==> src/rtl/dr_scan_host_pkg.sv <==
// Shared constants for the DR scan host: FSM state encodings and counter sizing.
package dr_scan_host_pkg;

  typedef logic [2:0] state_t;

  localparam state_t StIdle    = 3'd0;
  localparam state_t StCapture = 3'd1;
  localparam state_t StShift   = 3'd2;
  localparam state_t StUpdate  = 3'd3;
  localparam state_t StDone    = 3'd4;

  // Bit counter must stay at least one bit wide even for a 1-bit register.
  function automatic int unsigned cnt_width(input int unsigned len);
    return (len > 1) ? $clog2(len) : 1;
  endfunction

endpackage

==> src/rtl/dr_scan_host_if.sv <==
// Link between the scan FSM (master) and the shift-register datapath (slave).
interface dr_scan_host_if #(
  parameter int unsigned LEN = 32
);

  logic           load;
  logic           shift_en;
  logic [LEN-1:0] load_data;
  logic           last;
  logic           tdi_bit;
  logic [LEN-1:0] rx_data;

  modport master (
    output load, shift_en, load_data,
    input  last, tdi_bit, rx_data
  );

  modport slave (
    input  load, shift_en, load_data,
    output last, tdi_bit, rx_data
  );

endinterface

==> src/rtl/dr_scan_shifter.sv <==
// Scan datapath: outgoing pattern register, incoming capture register and bit counter.
module dr_scan_shifter
  import dr_scan_host_pkg::*;
#(
  parameter int unsigned LEN = 32
) (
  input  logic            clkDR,
  input  logic            reset,
  input  logic            tdo,
  dr_scan_host_if.slave   lnk
);

  localparam int unsigned      CntW    = cnt_width(LEN);
  localparam logic [CntW-1:0]  CntLast = CntW'(LEN - 1);

  logic [LEN-1:0]  tx_q, tx_d;
  logic [LEN-1:0]  rx_q, rx_d;
  logic [CntW-1:0] cnt_q, cnt_d;

  always_comb begin
    tx_d  = tx_q;
    rx_d  = rx_q;
    cnt_d = cnt_q;
    if (lnk.load) begin
      tx_d  = lnk.load_data;
      cnt_d = '0;
    end else if (lnk.shift_en) begin
      tx_d  = tx_q >> 1;
      // Each new tdo bit enters at the MSB so the first sample ends up in bit 0.
      rx_d  = (rx_q >> 1) | (LEN'(tdo) << (LEN - 1));
      cnt_d = (cnt_q == CntLast) ? '0 : cnt_q + CntW'(1);
    end
  end

  always_ff @(posedge clkDR or posedge reset) begin
    if (reset) begin
      tx_q  <= '0;
      rx_q  <= '0;
      cnt_q <= '0;
    end else begin
      tx_q  <= tx_d;
      rx_q  <= rx_d;
      cnt_q <= cnt_d;
    end
  end

  assign lnk.last    = (cnt_q == CntLast);
  assign lnk.tdi_bit = tx_q[0];
  assign lnk.rx_data = rx_q;

endmodule

==> src/rtl/dr_scan_host.sv <==
// DR scan host: runs one capture/shift/update sequence per accepted start and
// compares the captured data against a masked expected value.
module dr_scan_host
  import dr_scan_host_pkg::*;
#(
  parameter int unsigned LEN = 32
) (
  input  logic           clkDR,
  input  logic           reset,
  input  logic           start,
  input  logic [LEN-1:0] pattern,
  input  logic [LEN-1:0] expected,
  input  logic [LEN-1:0] mask,
  input  logic           tdo,
  output logic           tdi,
  output logic           captureDR,
  output logic           shiftDR,
  output logic           updateDR,
  output logic           busy,
  output logic           done,
  output logic [LEN-1:0] result,
  output logic           mismatch
);

  dr_scan_host_if #(.LEN(LEN)) lnk ();

  state_t         state_q, state_d;
  logic [LEN-1:0] exp_q, exp_d;
  logic [LEN-1:0] mask_q, mask_d;
  logic           mismatch_q, mismatch_d;
  logic           load;
  logic           shift_en;

  always_comb begin
    state_d    = state_q;
    exp_d      = exp_q;
    mask_d     = mask_q;
    mismatch_d = mismatch_q;
    load       = 1'b0;
    shift_en   = 1'b0;
    unique case (state_q)
      StIdle: begin
        if (start) begin
          state_d    = StCapture;
          load       = 1'b1;
          exp_d      = expected;
          mask_d     = mask;
          mismatch_d = 1'b0;
        end
      end
      StCapture: state_d = StShift;
      StShift: begin
        shift_en = 1'b1;
        if (lnk.last) state_d = StUpdate;
      end
      StUpdate: begin
        // Capture register is complete here; latch the verdict as DONE is entered.
        state_d    = StDone;
        mismatch_d = |((lnk.rx_data ^ exp_q) & mask_q);
      end
      StDone:  state_d = StIdle;
      default: state_d = StIdle;
    endcase
  end

  always_ff @(posedge clkDR or posedge reset) begin
    if (reset) begin
      state_q    <= StIdle;
      exp_q      <= '0;
      mask_q     <= '0;
      mismatch_q <= 1'b0;
    end else begin
      state_q    <= state_d;
      exp_q      <= exp_d;
      mask_q     <= mask_d;
      mismatch_q <= mismatch_d;
    end
  end

  assign lnk.load      = load;
  assign lnk.shift_en  = shift_en;
  assign lnk.load_data = pattern;

  dr_scan_shifter #(
    .LEN (LEN)
  ) u_shifter (
    .clkDR (clkDR),
    .reset (reset),
    .tdo   (tdo),
    .lnk   (lnk)
  );

  // Outputs decode straight from reset flops so reset clears them without a clock.
  assign captureDR = (state_q == StCapture);
  assign shiftDR   = (state_q == StShift);
  assign updateDR  = (state_q == StUpdate);
  assign done      = (state_q == StDone);
  assign busy      = (state_q != StIdle);
  assign tdi       = shiftDR & lnk.tdi_bit;
  assign result    = lnk.rx_data;
  assign mismatch  = mismatch_q;

endmodule
==> config.mk <==
export PLATFORM = sky130hd
export DESIGN_NAME = dr_scan_host
export DESIGN_NICKNAME = d
export VERILOG_FILES = /design/src/rtl/dr_scan_host_pkg.sv /design/src/rtl/dr_scan_host_if.sv /design/src/rtl/dr_scan_shifter.sv /design/src/rtl/dr_scan_host.sv
export SDC_FILE = /design/constraint.sdc
export NUM_CORES = 1
export LEC_CHECK = 0
export BUFFER_PORTS_ARGS = -buffer_cell sky130_fd_sc_hd__buf_2
export CORE_MARGIN = 10
export CORE_UTILIZATION = 45
export CTS_CLUSTER_SIZE = 8
export DETAILED_ROUTE_END_ITERATION = 16
export PLACE_DENSITY = 0.67
export SLEW_MARGIN = 20
export SYNTH_ARGS = -nofsm -noshare
export SYNTH_HDL_FRONTEND = slang
export SYNTH_SLANG_ARGS = --single-unit
==> constraint.sdc <==
create_clock -name clkDR -period 10.8 [get_ports clkDR]
set_input_delay 2.16 -clock clkDR [delete_from_list [all_inputs] [get_ports clkDR]]
set_output_delay 2.16 -clock clkDR [all_outputs]
set_load 0.02 [all_outputs]
Yosys cells after proc, flatten, opt, wreduce, memory -nomap -nowiden
Cells that the tools add are included.
- reduce and logical (&&, ||, !) cells: 9
- muxes and demuxes: 13
- bitwise gates (word level): 5
- $add $sub $neg: 1
- eq/ne operators: 7
- operators with widths (cell ; count):
    $mux W32 ; 2
    $and A32 B32 Y32 ; 1
    $or A31 B32 Y32 ; 1
    $reduce_or A32 Y1 ; 1
    $xor A32 B32 Y32 ; 1
    $mux W5 ; 3
    $pmux W3 S4 ; 1
    $reduce_and A2 Y1 ; 4
    $eq A3 B2 Y1 const B ; 2
    $mux W3 ; 2
    $add A5 B1 Y5 const B ; 1
    $eq A5 B5 Y1 const B ; 1
    $mux W1 ; 4
    $reduce_bool A2 Y1 ; 2
    $eq A3 B1 Y1 const B ; 1
    $eq A3 B3 Y1 const B ; 1
    $logic_not A3 Y1 ; 1
    $reduce_bool A3 Y1 ; 1
    $ne A2 B1 Y1 const B ; 1
    $ne A2 B2 Y1 const B ; 1
    $pmux W1 S2 ; 1
    $and A1 B1 Y1 ; 1
    $not A1 Y1 ; 1
- logic and storage cells: 42
- register bits after elaboration: 137
- output and inout bits: 39
- input port bits: 100

Depth between registers and ports, before layout
- depth after elaboration: 4
- mapped depth: 8
- depth with buffers taken out: 7

Cells and area by module
Synthesis repeated with hierarchy kept, for this count alone.
- cell total of the unflattened synthesis: 445
- area, all modules: 6402.4 µm²
- modules (own cells, without submodules) (module ; instances ; area each (µm²) ; cells an instance ; sequential area each (µm²)):
    dr_scan_host ; 1 ; 3280.6 ; 210 ; 1701.6
    dr_scan_shifter ; 1 ; 3121.7 ; 235 ; 1726.7

Worst setup path before layout
No wires, ideal clock.
- path kind: register -> output
- start point: register state_q[0]
- end point: output port tdi
- setup slack: 7364 ps
- data required time: 8640 ps
- arrival time: 1276 ps
- path buffers: 2
- stages on the path, launching flop included: 7
- cells stage by stage: dfrtp_1 -> buf_4 -> nor2_1 -> nand2_2 -> inv_2 -> buf_2 -> and2_1
- word-level cells in the longest chain between the ends: 2
- RTL lines (item ; line ; source):
    start, declared ; dr_scan_host.sv:27 ; state_t state_q, state_d;
    start signal, assigned ; dr_scan_host.sv:68 ; state_q <= StIdle;
    start signal, assigned ; dr_scan_host.sv:73 ; state_q <= state_d;
    $eq A3 B2 Y1 ; dr_scan_host.sv:95 ; assign shiftDR = (state_q == StShift);
    $and A1 B1 Y1 ; dr_scan_host.sv:99 ; assign tdi = shiftDR & lnk.tdi_bit;
    end, declared ; dr_scan_host.sv:15 ; output logic tdi,
No other way between the ends.

Final worst setup path
Ends and elaborated chain as after synthesis.

==> metrics <==
status=finished clean; top-area cell type share of the netlist area=0.585; buffer count from post-CTS setup fixing=0; Hold Crit Depth=1; Critical Path Start=state_q[0]$_DFFE_PP0P_; Seq/Total Area, Yosys=0.585; worst clock skew=0.00786 ns; Avg Inst Size Synth=11.4 sq um; CTS max path bufs=2; Site Rows=41; reg2reg setup slack=7.85 ns; Syn Std Cell Area=5860 sq um; Layout fillers=1,078; synth top area cells=dfrtp_1 (59%), mux2_2 (12%), nand2_1 (11%); Die Y=134 microns; Detail Route Antenna Nets=0; max_slew headroom=0.401; PD cells=313 nW/um^2; WS Path Type=reg2out; via count=4,158; Post-synth EDFFs=0; CTS tree=built; Multi-input gate area=2230 sq um; most instantiated cells after synthesis=nand2_1 (167), dfrtp_1 (137), mux2_2 (62); worst skew pair latency=0.42 ns; Synth cell types=34; total global-route track usage=0.162; core region area=12,700 sq um; maximum vdd drop=0.140 mV; FFs w/ async S/R, synth=1.00; required time worst endpoint=8.64 ns; final wirelength=14,100 microns; final setup margin=5.78 ns; CTS sink count=137; vias in the first global route=4,409; worst min-delay path startpoint=u_shifter.cnt_q[3]$_DFFE_PP0P_; CP Capture Type=primary output; DR DRC count=0; initial antenna violation count=0; CTS Hold Bufs=0; GRT overflow=0; LEAKAGE=3.76 nW; Setup TNS Final=0 ns; placed cell area=6600 sq um; crit path time final=5.02 ns; utilization after layout=0.572; TritonCTS Buffers=17; # IOs=139; wire per inst=16.9 microns; r2r endpoint=u_shifter.cnt_q[2]$_DFFE_PP0P_; Syn Inst Count=512; largest area contributor in the netlist=dfrtp_1; vias per std cell=5.01; layout net count=748; crit-path max FO=46; R2R depth=7; # diodes=0; H-tree Lvls=4; CTS resizes=0; actual slew at the worst max-slew pin=0.898 ns; share of post-route cells with drive strength above 1=0.363; crit path DAT=2.86 ns; Syn. warnings=0; Port-buffer cells=138; Initial Util=0.462; die width=134 microns; Max Cap Violations=0; first-pass GRT wire length=23,000 microns; Hold Path Class=reg2reg; count leader, synth=nand2_1; hpwl dp=10,200 microns; Worst R2R Start=state_q[0]$_DFFE_PP0P_; Iter 0 DRT Violations=337; Main synth FF type=dfrtp_1; Final period util=0.465; DP Worst Slack=6.19 ns; pin count of the biggest net entering global routing=86; placed instance count=799; area delta synth->final=23.7%; Hold Crit Endpoint=u_shifter.cnt_q[3]$_DFFE_PP0P_; Final Total Pwr=2.27 mW; RSZ-0062 raised after global routing=no; WHS=0.471 ns; syn nets=614; final RePlAce weighted congestion=0.779; #FFs+latches synth=137; storage element area=3430 sq um; finished layout cell area=7250 sq um; final setup vio count=0; fmax=0.199 GHz; die footprint=18,000 sq um; Hold Fails Final Rpt=0; Clk pin slew, worst setup/hold paths=0.06 ns; Startpoint Class=register; router iterations before antenna repair=4; CTS root buf=clkbuf_16; Final Non-Filler Cells=830; Slew Limit Fails=0
==> registers in the layout, indices dropped and copies added (netlist names) <==
| name | count |
|---|---|
| state_q | 3 |
| u_shifter.tx_q | 32 |
| mask_q | 32 |
| u_shifter.cnt_q | 5 |
| u_shifter.lnk.rx_data | 32 |
| mismatch | 1 |
| exp_q | 32 |
==> logic make-up (layout without fill, tap and decap cells) <==
kind of cell,Yosys count,in the layout,synth area share
AO/OA/AOI/OAI,56,56,0.0684
adder cells (fa/ha/maj),2,2,0.00427
multiplexers,65,65,0.125
flip-flops,137,137,0.585
XOR/XNOR,33,33,0.0493
AND/OR/NAND/NOR,190,190,0.134
buffers and inverters,29,175,0.0342
==> where the power goes <==
group          switching [mW]  leakage, nW  internal [mW]  total [mW]
Combinational           0.419         1.73          0.325       0.743
Clock                   0.207        0.319          0.414       0.622
Sequential              0.159         1.70          0.741       0.900
==> worst max-delay path, cell delays in order, from the launching register on <==
cell	delay [ns]
dfrtp_1	0.48
nor2_1	0.17
nand2_2	0.40
inv_2	0.51
buf_4	0.50
and2_1	0.19
buf_2	0.16
==> area by class of cell <==
type                       count  share of cell area
multi-input combinational    346               0.308
inverter                       3             0.00224
timing repair buffer         141              0.0989
tap                          172              0.0297
sequential                   137               0.473
clock buffer                  23              0.0687
clock inverter                 8              0.0193
==> per-layer routing <==
layer / GRT usage / wire (microns) / up-vias
li1: - / - / 1998
met1: 0.193 / 5990 / 2017
met2: 0.260 / 6830 / 121
met3: 0.0631 / 981 / 22
met4: 0.0550 / 257 / 0
met5: 0 / 0 / -
==> worst max-delay path by stage <==
stage,to
finish,tdi
global route,tdi
CTS,tdi
detailed placement,tdi
global placement,tdi
floorplan,exp_q[0]$_DFFE_PP0P_
==> layout by cell type (no fill, tap or decap), types with 2 or more instances in the layout <==
| cell type | instances |
|---|---|
| clkbuf_8 | 5 |
| clkbuf_16 | 17 |
| a21oi_1 | 2 |
| bufinv_16 | 4 |
| nand2_1 | 167 |
| nor3b_1 | 2 |
| mux2_2 | 62 |
| nand4_1 | 4 |
| mux2_1 | 2 |
| ha_1 | 2 |
| and3b_1 | 2 |
| buf_4 | 2 |
| nor2_1 | 3 |
| clkinv_2 | 4 |
| buf_2 | 138 |
| dfrtp_1 | 137 |
| nand2b_1 | 2 |
| xor2_1 | 32 |
| a22oi_1 | 45 |
| o21ai_0 | 6 |
No activity file was read; power rests on OpenSTA's default activity.
